File: config.mk
export PLATFORM = sky130hd
export DESIGN_NAME = lvds_rx_deframer
export DESIGN_NICKNAME = d
export VERILOG_FILES = /design/src/rtl/lvds_rx_deframer.sv
export SDC_FILE = /design/constraint.sdc
export NUM_CORES = 1
export LEC_CHECK = 0
export CORE_MARGIN = 8
export CORE_UTILIZATION = 55
export DETAILED_ROUTE_END_ITERATION = 10
export PLACE_DENSITY = 0.81
export SETUP_SLACK_MARGIN = 0.2
export SYNTH_ARGS = -nofsm -noshare
export SYNTH_HDL_FRONTEND = slang
export SYNTH_SLANG_ARGS = --single-unit
File: constraint.sdc
create_clock -name rx_inclock -period 3 [get_ports rx_inclock]
set_input_delay 0.75 -clock rx_inclock [delete_from_list [all_inputs] [get_ports rx_inclock]]
set_output_delay 0.75 -clock rx_inclock [all_outputs]
set_load 0.05 [all_outputs]
File: src/rtl/lvds_rx_deframer.sv
// lvds_rx_deframer: bitslip training, marker hunt, 32-bit word assembly and output FIFO.
// Define LVDS_RX_DROP_CNT_EN to add the saturating drop_cnt overflow counter.
module lvds_rx_deframer #(
    parameter logic [7:0] TRAIN_PAT  = 8'h6A,
    parameter logic [7:0] MARK_PAT   = 8'h77,
    parameter int         SETTLE_CYC = 8,
    parameter int         FIFO_DEPTH = 4
) (
    input  logic        rx_inclock,
    input  logic        reset_n,
    input  logic        rx_locked,
    input  logic [7:0]  rx_out,
    output logic        rx_data_align,
    output logic        rx_align_done,
    output logic [31:0] deq_rx,
    output logic        EN_deq_rx,
    input  logic        RDY_deq_rx,
    output logic [3:0]  led_rx_state
`ifdef LVDS_RX_DROP_CNT_EN
    ,
    output logic [7:0]  drop_cnt
`endif
);
    typedef enum logic [2:0] {IDLE, HUNT, SETTLE, MARK, B0, B1, B2, B3} state_t;
    localparam int AW = $clog2(FIFO_DEPTH);

    state_t        state_q;
    logic          align_q, done_q, en_q;
    logic [7:0]    settle_q;
    logic [23:0]   word_q;
    logic [31:0]   deq_q;
    logic [31:0]   mem_q [FIFO_DEPTH];
    logic [AW-1:0] rd_q, wr_q;
    logic [AW:0]   cnt_q;
    logic [31:0]   word_full;
    logic          push_req, pop, push;

    assign word_full = {word_q, rx_out};
    assign push_req  = rx_locked && state_q == B3 && word_full[31];
    assign pop       = cnt_q != '0 && RDY_deq_rx;
    // count never exceeds the power-of-two depth, so its MSB alone means full
    assign push      = push_req && (!cnt_q[AW] || pop);

    always_ff @(posedge rx_inclock or negedge reset_n) begin
        if (!reset_n) begin
            state_q  <= IDLE;
            align_q  <= 1'b1;
            done_q   <= 1'b0;
            settle_q <= '0;
            word_q   <= '0;
        end else if (!rx_locked) begin
            state_q  <= IDLE;
            align_q  <= 1'b1;
            done_q   <= 1'b0;
            settle_q <= '0;
            word_q   <= '0;
        end else begin
            case (state_q)
                IDLE: state_q <= HUNT;
                HUNT: begin
                    if (rx_out == TRAIN_PAT) begin
                        align_q  <= 1'b0;
                        settle_q <= '0;
                        state_q  <= SETTLE;
                    end else begin
                        align_q <= ~align_q;
                    end
                end
                SETTLE: begin
                    if (settle_q == 8'(SETTLE_CYC - 1)) begin
                        done_q  <= 1'b1;
                        state_q <= MARK;
                    end else begin
                        settle_q <= settle_q + 8'd1;
                    end
                end
                MARK: state_q <= (rx_out == MARK_PAT) ? B0 : MARK;
                B0: begin
                    word_q[23:16] <= rx_out;
                    state_q       <= B1;
                end
                B1: begin
                    word_q[15:8] <= rx_out;
                    state_q      <= B2;
                end
                B2: begin
                    word_q[7:0] <= rx_out;
                    state_q     <= B3;
                end
                B3: state_q <= B0;
            endcase
        end
    end

    always_ff @(posedge rx_inclock or negedge reset_n) begin
        if (!reset_n) begin
            rd_q  <= '0;
            wr_q  <= '0;
            cnt_q <= '0;
            en_q  <= 1'b0;
            deq_q <= '0;
        end else begin
            en_q  <= pop;
            cnt_q <= cnt_q + {{AW{1'b0}}, push} - {{AW{1'b0}}, pop};
            if (pop) begin
                deq_q <= mem_q[rd_q];
                rd_q  <= rd_q + 1'b1;
            end
            if (push) wr_q <= wr_q + 1'b1;
        end
    end

    always_ff @(posedge rx_inclock) begin
        if (push) mem_q[wr_q] <= word_full;
    end

`ifdef LVDS_RX_DROP_CNT_EN
    logic [7:0] drop_q;

    always_ff @(posedge rx_inclock or negedge reset_n) begin
        if (!reset_n) drop_q <= '0;
        else if (push_req && !push && drop_q != 8'hFF) drop_q <= drop_q + 8'd1;
    end

    assign drop_cnt = drop_q;
`endif

    assign rx_data_align = align_q;
    assign rx_align_done = done_q;
    assign deq_rx        = deq_q;
    assign EN_deq_rx     = en_q;
    assign led_rx_state  = {1'b0, state_q};
endmodule

# Yosys cells after proc, flatten, opt, wreduce, memory -nomap -nowiden
# Memories as Yosys holds them, arrays and structs flattened. A register that Yosys moved wholly into a read port is not among the register bits.
# Cells that the tools add are included.
# W data, S select, Z words.
# word_totals
output_inout_bits	39
in_bits	12
latchBits	0
n_memories	1
mem_bits_rw	128
mem_bits_ro	0
reg_bits	45
word_cells	71
# classes
bitwise	1
n_div	0
magnitude_cmp	0
addsub	5
muxes	21
multipliers	0
shifts	0
eq_ne	20
reduce_logical	12
# mem_list
name	depth	width	read_ports	rd_clocked_by_memory_dff	wr	line_no	rtl
mem_q	4	32	1	1	1	32	logic [31:0] mem_q [FIFO_DEPTH];
# ops
op	count
$mux W8	6
$mux W24	1
$pmux W3 S8	1
$eq A8 B7 Y1 const B	2
$pmux W8 S2	1
$eq A3 B3 Y1 const B	4
$mux W3	4
$ne A2 B1 Y1 const B	6
$ne A3 B3 Y1 const B	3
$add A8 B1 Y8 const B	1
$eq A8 B3 Y1 const B	1
$mux W1	8
$eq A3 B2 Y1 const B	2
$add A2 B1 Y2 const B	2
$logic_and A1 B1 Y1	4
$reduce_and A2 Y1	2
$add A3 B1 Y3	1
$eq A3 B1 Y1 const B	1
$logic_not A3 Y1	1
$ne A3 B1 Y1 const B	1
$reduce_and A3 Y1	1
$reduce_bool A3 Y1	1
$sub A3 B1 Y3	1
$logic_not A1 Y1	2
2 further kinds	2

# Depth between registers and ports, before layout
# logic_depth
depth_word	6
mapped_depth	11
mapped_depth_nobuf	10

# Worst setup path before layout
# No wires, ideal clock.
# synth_path
path_type	reg2reg
start	reg state_q[1]
end	reg cnt_q[2]
setup_ns	0.123
t_arrival_ns	2.643
path_buffers	1
t_required_ns	2.877
path_slack_ns	0.234
synth_period_minus_slack_ns	2.766
path_stages_with_launch	12
cell_sequence	dfrtp_1 -> buf_2 -> nand2_1 -> nor3_1 -> inv_1 -> ha_1 -> inv_1 -> ha_1 -> inv_1 -> fa_1 -> xnor2_1 -> xnor2_1
# synth_between
elab_chain_cells	6
# synth_rtl
item	line_no	rtl
from (decl)	27	state_t state_q;
from (signal assigned)	77	MARK: state_q <= (rx_out == MARK_PAT) ? B0 : MARK;
$eq A3 B3 Y1	39	assign push_req = rx_locked && state_q == B3 && word_full[31];
$logic_and A1 B1 Y1 (2 in a row)	39	
$logic_and A1 B1 Y1	42	assign push = push_req && (!cnt_q[AW] || pop);
$add A3 B1 Y3	104	cnt_q <= cnt_q + {{AW{1'b0}}, push} - {{AW{1'b0}}, pop};
$sub A3 B1 Y3	104	
to (signal assigned)	104	
to (decl)	34	logic [AW:0] cnt_q;
# No other way between the ends.
# A chain may end at the register's enable or synchronous reset.

# Final worst setup path
# layout_path
start	reg state_q[1]
end	out led_rx_state[1]
# layout_lines
item	line_no	rtl
to (decl)	18	output logic [3:0] led_rx_state
# No word-level cell between the ends.

==> impl_summary.log <==
INFO  metric grt_use_met3 = 2.94%
INFO  metric first_global_vias = 4714
INFO  metric drc = 0
INFO  metric floorplan.core_area = 14400 um^2
INFO  metric synth-compound-area-share = 2.39%
INFO  metric floorplan.io_pins = 51
INFO  metric crit_path_max_fanout = 11
INFO  metric end_kind = primary output
INFO  metric synth-edff-count = 128
INFO  metric global_route.usage.met2 = 30.5%
INFO  metric cp.required = 2250 ps
INFO  metric tritoncts_num_sinks = 205
INFO  metric dieWidth = 137 um
INFO  metric synth_adder_area_share = 1.34%
INFO  metric leakage_power = 3.81 nW
INFO  metric gp_routability_congestion = 0.788
INFO  metric clock_latency_of_the_later_clocked_register_in_the_worst_skew_pair = 490 ps
INFO  metric cts_hold_buf = 0
INFO  metric report.final.hold_viol_count = 0
INFO  metric wire_per_inst = 20.8 um
INFO  metric drt_first_iter_violations = 314
INFO  metric synthXorXnorAreaFrac = 0.547%
INFO  metric globalRouteOverflowTotal = 0
INFO  metric max-vdd-ir-drop = 0.000366 V
INFO  metric synth_simple_gate_area_share = 9.65%
INFO  metric timing.hold.ws = 228 ps
INFO  metric worstPathBufferInverterCount = 1
INFO  metric timing_max_transition_violations_final = 0
INFO  metric clkSlewWorstSetupHoldPaths = 60 ps
INFO  metric areaGrowthSynthToFinish = 18.9%
INFO  metric cellPowerDensity = 687 nW/um^2
INFO  metric grt_usage = 17.6%
INFO  metric number_of_instances_in_the_synthesized_netlist = 502
INFO  metric die_y = 137 um
INFO  metric grt_pass1_wl = 25200 um
INFO  metric synthesis.area_per_instance = 16.0 um^2
INFO  metric maxCapViolCount = 0
INFO  metric area.sequential = 5770 um^2
INFO  metric final_min_period_over_clock_period = 89.6%
INFO  metric grt_antenna_before_repair = 0
INFO  metric cts_buffers = 21
INFO  metric fp-row-count = 44
INFO  metric mux_share_of_post_synthesis_cell_area = 12.1%
INFO  metric finalSetupTns = 0 ps
INFO  metric share_of_async_settable_or_async_resettable_flops_after_synthesis = 37.6%
INFO  metric vias = 4377
INFO  metric ys_seq_elements = 205
INFO  metric largest_family_of_logic_cells_by_synthesized_area = multiplexers
INFO  metric fillers = 922
INFO  metric via_count_normalized_by_instance_count = 5.71
INFO  metric worst_setup_path_start_kind = flip-flop
INFO  metric rsz_0062_raised_after_global_routing = false
INFO  metric hold_path.class = in -> async
INFO  metric finalNetCount = 589
INFO  metric cts_max_path_buffers = 3
INFO  metric classification_of_the_worst_setup_path = reg -> out
INFO  metric post-dp-hpwl = 9390 um
INFO  metric clock_tree_from_tritoncts = built
INFO  metric grt_use_met1 = 22.0%
INFO  metric synthesis.nets = 522
INFO  metric ant_nets = 0
INFO  metric dieArea = 18700 um^2
INFO  metric busiest_layer = met2
INFO  metric cp_top_family = buffers and inverters
INFO  metric timing.critical_path.slowest_stage_cell = clkdlybuf4s50_1
INFO  metric synthesis.area = 8010 um^2
INFO  metric final.setup_skew = 12.6 ps
INFO  metric maxClockFrequency = 0.372 GHz
INFO  metric worstPathCellList = clkdlybuf4s50_1
INFO  metric final.min_clock_period = 2690 ps
INFO  metric placement.io_buffers = 49
INFO  metric final_layout_size_suffix_gt1_share = 15.3%
INFO  metric cts_htree_levels = 1
INFO  metric post_cts_resize_count = 0
INFO  metric synth-warning-count = 0
INFO  metric post-cts-setup-buffers = 0
INFO  metric antenna-diode-count = 0
INFO  metric result_of_the_run = finished clean
INFO  metric finalSetupViolations = 0
INFO  metric grt_start_max_net_pins = 44
INFO  metric initial_utilization = 55.8%
INFO  metric worst_pin_slew = 600 ps
INFO  metric synth.yosys.seq_area_share = 72.0%
INFO  metric wirelength = 15900 um
INFO  metric clock-root-buffer = clkbuf_16
INFO  metric dominantRegCellSynth = edfxtp_1
INFO  metric relSlewSlack = 59.9%
INFO  metric yosys.cell_types.count = 43
INFO  metric max_stage_delay = 890 ps
INFO  metric drt-pass1-iter-count = 4
INFO  metric cp_data_arrival_time = 1940 ps
INFO  metric multi_input_comb_area = 2100 um^2
state kept, by name, indices dropped and copies added, names as in the netlist:
name,cells
wr_q,2
cnt_q,3
rx_data_align,1
state_q,3
settle_q,8
EN_deq_rx,1
word_q,24
deq_rx,32
rx_align_done,1
mem_q,128
rd_q,2
per-layer routing:
metal	vias to the layer above	part of all wire, %
met3	26	5.6
li1	1960	-
met5	-	0
met1	2252	40
met2	139	52
met4	0	2.1
worst register-to-register path: stages (launching register included):
cell and delay (ps):
dfrtp_1 570, nand2_1 180, nor3_1 280, inv_1 70
ha_1 280, inv_1 70, ha_1 140, inv_1 50
fa_1 370, xnor2_1 180, xnor2_1 150
cell usage after synthesis, types with 2 or more instances:
cell	number	area, um^2
nand2_1	107	402
nor3_1	3	15.0
and2_1	5	31.3
xnor2_1	5	43.8
dfrtp_1	76	1900
nand2b_1	3	18.8
o22ai_1	2	12.5
clkbuf_1	13	48.8
a21oi_1	7	35.0
nor2b_1	27	169
buf_2	8	40.0
and3_1	2	12.5
ha_1	7	87.6
a31oi_1	5	31.3
inv_1	13	48.8
nor3b_1	2	15.0
a31o_1	2	17.5
edfxtp_1	128	3840
o31ai_2	2	25.0
nand3_1	3	15.0
o21ai_0	4	20.0
mux2i_1	25	250
mux4_2	32	721
o211ai_1	2	15.0
metrics by stage:
step | setup slack (ps) | cells | utilization [%] | instance area [um^2] | power, mW
floorplan | 234 | 502 | - | 8010 | 3.74
global placement | 131 | 730 | 61.6 | 8850 | 4.03
detailed placement | 19.1 | 730 | 61.6 | 8850 | 4.06
CTS | 300 | 767 | 66.3 | 9520 | 6.59
global route | 261 | 767 | 66.3 | 9520 | 6.76
finish | 312 | 767 | 66.3 | 9520 | 6.54
path summary, 6_finish.rpt:
check                      slack (ps)       start              end  depth (start not counted)
setup / recovery                  310  state_q[1]  led_rx_state[1]                          1
setup reg to reg                  580  state_q[1]         cnt_q[2]                         10
max in group asynchronous        2110     reset_n    rx_data_align                          2
hold / removal                    230     reset_n       deq_rx[11]                          1
hold reg to reg                   470   deq_rx[1]        deq_rx[1]                          2
min in group rx_inclock           470   deq_rx[1]        deq_rx[1]                          2
cell families (layout without fill, tap and decap cells):
group,count (synthesis),count (layout)
adders and majority gates,8,8
AOI/OAI and AO/OA,28,28
buffers and inverters,36,117
xor gates and xnor gates,5,5
muxes,57,57
other,1,1
DFF,205,205
and+or+nand+nor,162,162
cell type report:
cell class	count	share of cell area, %
repair buffers	66	7.25
well taps	184	2.42
clock inverters	7	0.920
multi-input cells	261	22.0
clock buffers	30	6.19
flip-flops and latches	205	60.6
inverters	14	0.552
cell usage in the layout (no fill, tap or decap), types with 2 or more instances in the layout:
cell             instances
inv_1                   13
clkbuf_1                 6
a31o_1                   2
clkdlybuf4s50_1         48
a21oi_1                  7
o22ai_1                  2
ha_1                     7
nand2b_1                 3
bufinv_16                2
nand2_1                107
mux2i_1                 25
a31oi_1                  5
clkbuf_16               21
and2_1                   5
nand3_1                  3
mux4_2                  32
o21ai_0                  4
nor3b_1                  2
o211ai_1                 2
buf_12                   6
nor2b_1                 27
nor3_1                   3
dfrtp_1                 75
clkinv_2                 3
xnor2_1                  5
edfxtp_1               128
buf_4                   12
and3_1                   2
clkbuf_8                 3
power by group:
group          switching (mW)  internal, mW
logic                   0.562         0.263
clock network            1.01          1.54
registers              0.0770          3.09
total                    1.65          4.89
No activity file was read; power rests on OpenSTA's default activity.
